`src/rtl/hazard_stall_ctrl_pkg.sv`:
```
// Shared pipeline definitions: stall FSM encodings and pipeline-register control words.
`default_nettype none

package hazard_stall_ctrl_pkg;

  typedef enum logic [1:0] {
    RUN    = 2'd0,
    DSTALL = 2'd1,
    ISTALL = 2'd2
  } stall_state_t;

  // A flush loads a bubble: every control field of the target register goes to 0.
  typedef struct packed {
    logic pc_en;
    logic if_id_en;
    logic id_ex_en;
    logic ex_mem_en;
    logic if_id_flush;
    logic id_ex_flush;
  } pipe_ctrl_t;

  localparam pipe_ctrl_t CTRL_NONE   = pipe_ctrl_t'(6'b1111_00);
  localparam pipe_ctrl_t CTRL_FREEZE = pipe_ctrl_t'(6'b0000_00);
  localparam pipe_ctrl_t CTRL_BRANCH = pipe_ctrl_t'(6'b1111_11);
  localparam pipe_ctrl_t CTRL_LDUSE  = pipe_ctrl_t'(6'b0011_01);
  localparam pipe_ctrl_t CTRL_IMISS  = pipe_ctrl_t'(6'b0111_10);

  function automatic logic any_hold(input pipe_ctrl_t c);
    return ~(c.pc_en & c.if_id_en & c.id_ex_en & c.ex_mem_en);
  endfunction

endpackage

`default_nettype wire

```
`src/rtl/hazard_stall_ctrl.sv`:
```
// Pipeline hazard/stall controller: priority enable/flush decode, stall FSM,
// stall watchdog and saturating stalled-cycle counter (all state on negedge clk).
`default_nettype none

module hazard_stall_ctrl
  import hazard_stall_ctrl_pkg::*;
#(
  parameter int unsigned MAX_STALL = 255,
  parameter int          CNT_W     = 32
) (
  input  logic             clk,
  input  logic             rst_n,
  input  logic             icache_hit,
  input  logic             dcache_hit,
  input  logic             mem_access,
  input  logic             ex_MemRead,
  input  logic [4:0]       ex_rt,
  input  logic [4:0]       id_rs,
  input  logic [4:0]       id_rt,
  input  logic             id_uses_rt,
  input  logic             ex_branch_taken,
  output logic             pc_en,
  output logic             if_id_en,
  output logic             id_ex_en,
  output logic             ex_mem_en,
  output logic             if_id_flush,
  output logic             id_ex_flush,
  output logic [1:0]       state,
  output logic             stall_timeout,
  output logic [CNT_W-1:0] perf_stall_total
);

  stall_state_t cur_state;
  stall_state_t nxt_state;
  pipe_ctrl_t   ctrl;
  logic [15:0]  stall_cnt;
  logic [15:0]  cnt_nxt;
  logic         dmiss;
  logic         imiss;
  logic         lduse;

  always_comb begin
    dmiss     = mem_access & ~dcache_hit;
    imiss     = ~icache_hit;
    lduse     = ex_MemRead & (ex_rt != 5'd0) &
                ((ex_rt == id_rs) | (id_uses_rt & (ex_rt == id_rt)));
    ctrl      = CTRL_NONE;
    nxt_state = cur_state;
    cnt_nxt   = stall_cnt;

    if (dmiss)                ctrl = CTRL_FREEZE;
    else if (ex_branch_taken) ctrl = CTRL_BRANCH;
    else if (lduse)           ctrl = CTRL_LDUSE;
    else if (imiss)           ctrl = CTRL_IMISS;

    case (cur_state)
      RUN: begin
        if (dmiss)                                    nxt_state = DSTALL;
        else if (imiss & ~ex_branch_taken & ~lduse)   nxt_state = ISTALL;
      end
      DSTALL: begin
        if (!dmiss) nxt_state = imiss ? ISTALL : RUN;
      end
      ISTALL: begin
        if (dmiss)       nxt_state = DSTALL;
        else if (!imiss) nxt_state = RUN;
      end
      default: nxt_state = RUN;
    endcase

    // The count covers every edge that lands in a stall state; DSTALL<->ISTALL keeps it.
    if (nxt_state == RUN)        cnt_nxt = 16'd0;
    else if (stall_cnt != 16'hFFFF) cnt_nxt = stall_cnt + 16'd1;
  end

  always_ff @(negedge clk or negedge rst_n) begin
    if (!rst_n) begin
      cur_state        <= RUN;
      stall_cnt        <= 16'd0;
      stall_timeout    <= 1'b0;
      perf_stall_total <= '0;
    end else begin
      cur_state <= nxt_state;
      stall_cnt <= cnt_nxt;
      if ((nxt_state != RUN) && (32'(cnt_nxt) == MAX_STALL))
        stall_timeout <= 1'b1;
      if (any_hold(ctrl) && (perf_stall_total != {CNT_W{1'b1}}))
        perf_stall_total <= perf_stall_total + 1'b1;
    end
  end

  assign pc_en       = ctrl.pc_en;
  assign if_id_en    = ctrl.if_id_en;
  assign id_ex_en    = ctrl.id_ex_en;
  assign ex_mem_en   = ctrl.ex_mem_en;
  assign if_id_flush = ctrl.if_id_flush;
  assign id_ex_flush = ctrl.id_ex_flush;
  assign state       = cur_state;

endmodule

`default_nettype wire

```
`config.mk`:
```
export PLATFORM = sky130hd
export DESIGN_NAME = hazard_stall_ctrl
export DESIGN_NICKNAME = d
export VERILOG_FILES = /design/src/rtl/hazard_stall_ctrl_pkg.sv /design/src/rtl/hazard_stall_ctrl.sv
export SDC_FILE = /design/constraint.sdc
export NUM_CORES = 1
export LEC_CHECK = 0
export BUFFER_PORTS_ARGS = -buffer_cell sky130_fd_sc_hd__buf_2
export CAP_MARGIN = 40
export CORE_UTILIZATION = 58
export DETAILED_ROUTE_END_ITERATION = 12
export PLACE_DENSITY_LB_ADDON = 0.08
export SYNTH_ARGS = -nofsm -noshare
export SYNTH_HDL_FRONTEND = slang
export SYNTH_SLANG_ARGS = --single-unit
```
`constraint.sdc`:
```
create_clock -name clk -period 5.84 [get_ports clk]
set_input_delay 0.876 -clock clk [delete_from_list [all_inputs] [get_ports clk]]
set_output_delay 0.876 -clock clk [all_outputs]
set_load 0.05 [all_outputs]
```
# --- Yosys cells after proc, flatten, opt, wreduce, memory -nomap -nowiden ---
# Cells that the tools add are included.
word_totals:
  reg_bits: 51
  input_bits: 23
  output_inout_bits: 41
classes:
  add_sub_neg: 2
  bitwise_logic: 15
  reduce_logical: 6
  n_eq_ne: 7
  muxes: 13
ops:
  columns: ["operator", "n"]
  rows:
  - ["$add A32 B1 Y32 const B", 1]
  - ["$mux W16", 2]
  - ["$ne A32 B32 Y1 const B", 1]
  - ["$mux W6", 4]
  - ["$add A16 B1 Y16 const B", 1]
  - ["$eq A16 B8 Y1 const B", 1]
  - ["$ne A16 B16 Y1 const B", 1]
  - ["$mux W2", 6]
  - ["$eq A5 B5 Y1", 2]
  - ["$and A1 B1 Y1", 9]
  - ["$pmux W2 S3", 1]
  - ["$not A1 Y1", 5]
  - ["$reduce_bool A5 Y1", 1]
  - ["$logic_not A2 Y1", 2]
  - ["$eq A2 B1 Y1 const B", 1]
  - ["$eq A2 B2 Y1 const B", 1]
  - ["$logic_and A1 B1 Y1", 2]
  - ["$reduce_bool A2 Y1", 1]
  - ["$or A1 B1 Y1", 1]

# --- Longest topological paths before layout ---
depth:
  word_depth: 13
  mapped_depth: 9
  mapped_depth_nobuf: 8

==> results by group <==
Drt
  – Drt first-iter violations: 127
  – Ratio of routed vias to standard cells: 5.715
  – Post-detailed-route wirelength per cell: 13.80 microns
  – Detailed-routing iteration count for the pre-antenna-repair pass: 8
  – DRT Wirelength: 5.574 mm
  – Number of design rule violations left after detail routing: 14
  – Residual antenna-violating net count after detailed routing: 0
  – Total number of vias: 2309

Clock tree
  – Post-CTS sizing: 0
  – Number of buffers created by CTS: 5
  – Deepest clock path buffer count: 2
  – Sinks on the clock net: 51
  – H-tree depth: 2
  – Hold_buf cts: 0
  – Latest clock arrival within the worst-skew pair: 0.30 ns
  – Post-CTS setup-driven buffer insertion count: 0
  – Buffer cell driving the clock tree root: sky130_fd_sc_hd__clkbuf_8
  – Clock-pin slew reported for the worst setup and hold paths after clock tree synthesis: 0.06 ns
  – Clock tree from TritonCTS: done

Synth
  – Average size of a mapped cell: 9.735 sq um
  – EDFF count, synth: 0
  – Synth Warn #: 0
  – Main combinational cell family by area after synthesis: simple AND/OR/NAND/NOR gates
  – Post-synth top flop: sky130_fd_sc_hd__dfrtn_1
  – Syn Inst Count: 282
  – Post-Synth Simple-Gate Area: 0.2698
  – Sequential area share after synthesis: 0.4649
  – Compound-gate portion of the synthesized area: 0.06244
  – Fraction of registers with async set/reset: 1.000
  – Multiplexer share of the synthesized area: 0.01550
  – Flip-flop and latch count after synthesis: 51
  – Post-Synthesis Net Count: 307
  – Xor-xnor portion of the synthesized cell area: 0.1563
  – Post-synthesis cell type count: 44
  – Synth Area in Adders: 0.009116
  – Cell area after synthesis: 0.002745 sq mm

Finish
  – Area growth, synth to finish: 18.37%
  – Number of inserted diodes: 0
  – Final nets: 376
  – Commonest non-fill, non-tap cells in the layout: sky130_fd_sc_hd__buf_2, sky130_fd_sc_hd__dfrtn_1, sky130_fd_sc_hd__xnor2_1, sky130_fd_sc_hd__nor2_1, sky130_fd_sc_hd__nand3_1
  – Layout cells sized above 1: 0.2472
  – Most common cell after layout, fill and taps aside: sky130_fd_sc_hd__buf_2

Worst setup path
  – Required time worst endpoint: 3.08 ns
  – Endpoint arrival time on the critical path: 2.66 ns
  – Critical path endpoint category: flop
  – Startpoint kind of the worst setup timing path: input port
  – Crit Path Category: input port to flop
  – Largest driver fanout on the critical path: 28

Timing
  – Fin. max-slew vios: 0
  – Max-Slew Margin vs Limit: 0.5575
  – Unrepaired setup endpoints after global routing: no
  – TNS Setup: 0 ns
  – Worst-Margin Slew: 0.6637 ns
  – Final Skew: 0.008579 ns
  – Setup-violating endpoint count in the final report: 0
  – Number of hold violations in the final report: 0

Place
  – DP Wirelength: 4.004 mm
  – Placer Congestion: 0.7991
  – Port Buf Inserts: 63

Worst hold path
  – Path type of the worst min-delay path: flop to flop

Floorplan
  – Boundary Pins: 64
  – Effective utilization at floorplan: 0.6177
  – Full die area: 0.005012 sq mm
  – Die span in y: 70.80 microns
  – Placeable Area: 0.004444 sq mm
  – Site row count: 24
  – Horiz. Die Dim: 70.80 microns

Pwr
  – Cell Pwr Density: 274.3 mW/mm^2
  – Max IR drop VDD: 293.8 uV
  – Total Power: 891.2 uW
  – Leakage power: 0.001510 uW

GRT
  – Number of antenna violations at the first check in global routing: 0
  – Via count of the first global-routing pass: 2196
  – Total routing usage reported by global routing: 0.2379
  – Global-route wire length before repair: 9.542 mm
  – Final global-route overflow total: 0
  – Largest net degree at the start of global routing: 31

Run status
  – Violations in the final reports: design-rule violations
  – Outcome: finished, violations left

Run
  – Number of violations of the max-capacitance limit: 0
[state kept, by name (all words and copies together), names as in the netlist]
name / flops
perf_stall_total: 32
stall_cnt: 16
stall_timeout: 1
state: 2
[metal layers]
layer	vias up	track usage	part of all wire
met5	-	0	0
met2	74	0.3846	0.47
met1	1107	0.3226	0.46
met3	8	0.04558	0.059
li1	1120	-	-
met4	0	0.08667	0.013
[path summary, 6_finish.rpt]
path | from | to | slack, ns | depth (start not counted)
min reg2reg | stall_timeout | stall_timeout | 0.41 | 1
min in group asynchronous | rst_n | stall_cnt[15] | 3.40 | 1
max reg2reg | stall_cnt[0] | stall_timeout | 3.42 | 6
max in group asynchronous | rst_n | perf_stall_total[22] | 1.75 | 2
max | ex_rt[3] | perf_stall_total[1] | 0.42 | 8
min | stall_timeout | stall_timeout | 0.41 | 1
[synth_stat cells, types with 3 or more instances]
library cell | n | area share
sky130_fd_sc_hd__nor4_1 | 3 | 0.0068
sky130_fd_sc_hd__and2_1 | 3 | 0.0068
sky130_fd_sc_hd__and3_1 | 10 | 0.023
sky130_fd_sc_hd__nand3_1 | 27 | 0.049
sky130_fd_sc_hd__nor2b_1 | 3 | 0.0068
sky130_fd_sc_hd__xnor2_1 | 33 | 0.11
sky130_fd_sc_hd__and4_1 | 3 | 0.0096
sky130_fd_sc_hd__o21ai_0 | 8 | 0.015
sky130_fd_sc_hd__nor3_1 | 9 | 0.016
sky130_fd_sc_hd__nand4_1 | 16 | 0.036
sky130_fd_sc_hd__dfrtn_1 | 51 | 0.46
sky130_fd_sc_hd__xor2_1 | 16 | 0.051
sky130_fd_sc_hd__nand2_1 | 24 | 0.033
sky130_fd_sc_hd__nor2_1 | 32 | 0.044
sky130_fd_sc_hd__inv_1 | 5 | 0.0068
[worst max-delay path, stage by stage]
cell	delay, ns
sky130_fd_sc_hd__buf_2	0.12
sky130_fd_sc_hd__xor2_1	0.16
sky130_fd_sc_hd__nor4_1	0.28
sky130_fd_sc_hd__a32oi_1	0.19
sky130_fd_sc_hd__o31a_4	0.34
sky130_fd_sc_hd__a21oi_4	0.15
sky130_fd_sc_hd__buf_12	0.19
sky130_fd_sc_hd__mux2_2	0.34
[kinds of logic after synthesis]
| kind of cell | after synthesis |
|---|---|
| and+or+nand+nor | 143 |
| adders and majority gates | 2 |
| AOI/OAI and AO/OA | 22 |
| xor gates and xnor gates | 49 |
| DFF | 51 |
| buffers and inverters | 11 |
| muxes | 4 |
[power by group]
part / internal, uW / total, uW / switching, uW
combinational: 64.9 / 226 / 161
sequential: 383 / 417 / 34.3
clock: 129 / 248 / 119
[layout make-up]
class	instances	area, sq um
Fill cell	334	1195
Clock inverter	3	46.29
Inverter	5	18.77
Sequential cell	51	1276
Clock buffer	5	68.82
Timing Repair Buffer	68	365.4
Multi-Input combinational cell	220	1409
Tap cell	52	65.06
[stage by stage]
step | cells | hold WS (ns) | setup WS, ns | instance area [sq um] | utilization
final | 404 | 0.4116 | 0.4191 | 3249 | 0.7311
after CTS | 404 | 0.4168 | 0.4118 | 3249 | 0.7311
after global routing | 404 | 0.4509 | 0.3490 | 3249 | 0.7311
after detailed placement | 396 | 0.4148 | 0.09197 | 3134 | 0.7052
after global placement | 396 | 0.4078 | 0.1041 | 3134 | 0.7052
after floorplan | 282 | 0.4914 | 0.2386 | 2745 | -
No activity file was read; power rests on OpenSTA's default activity.
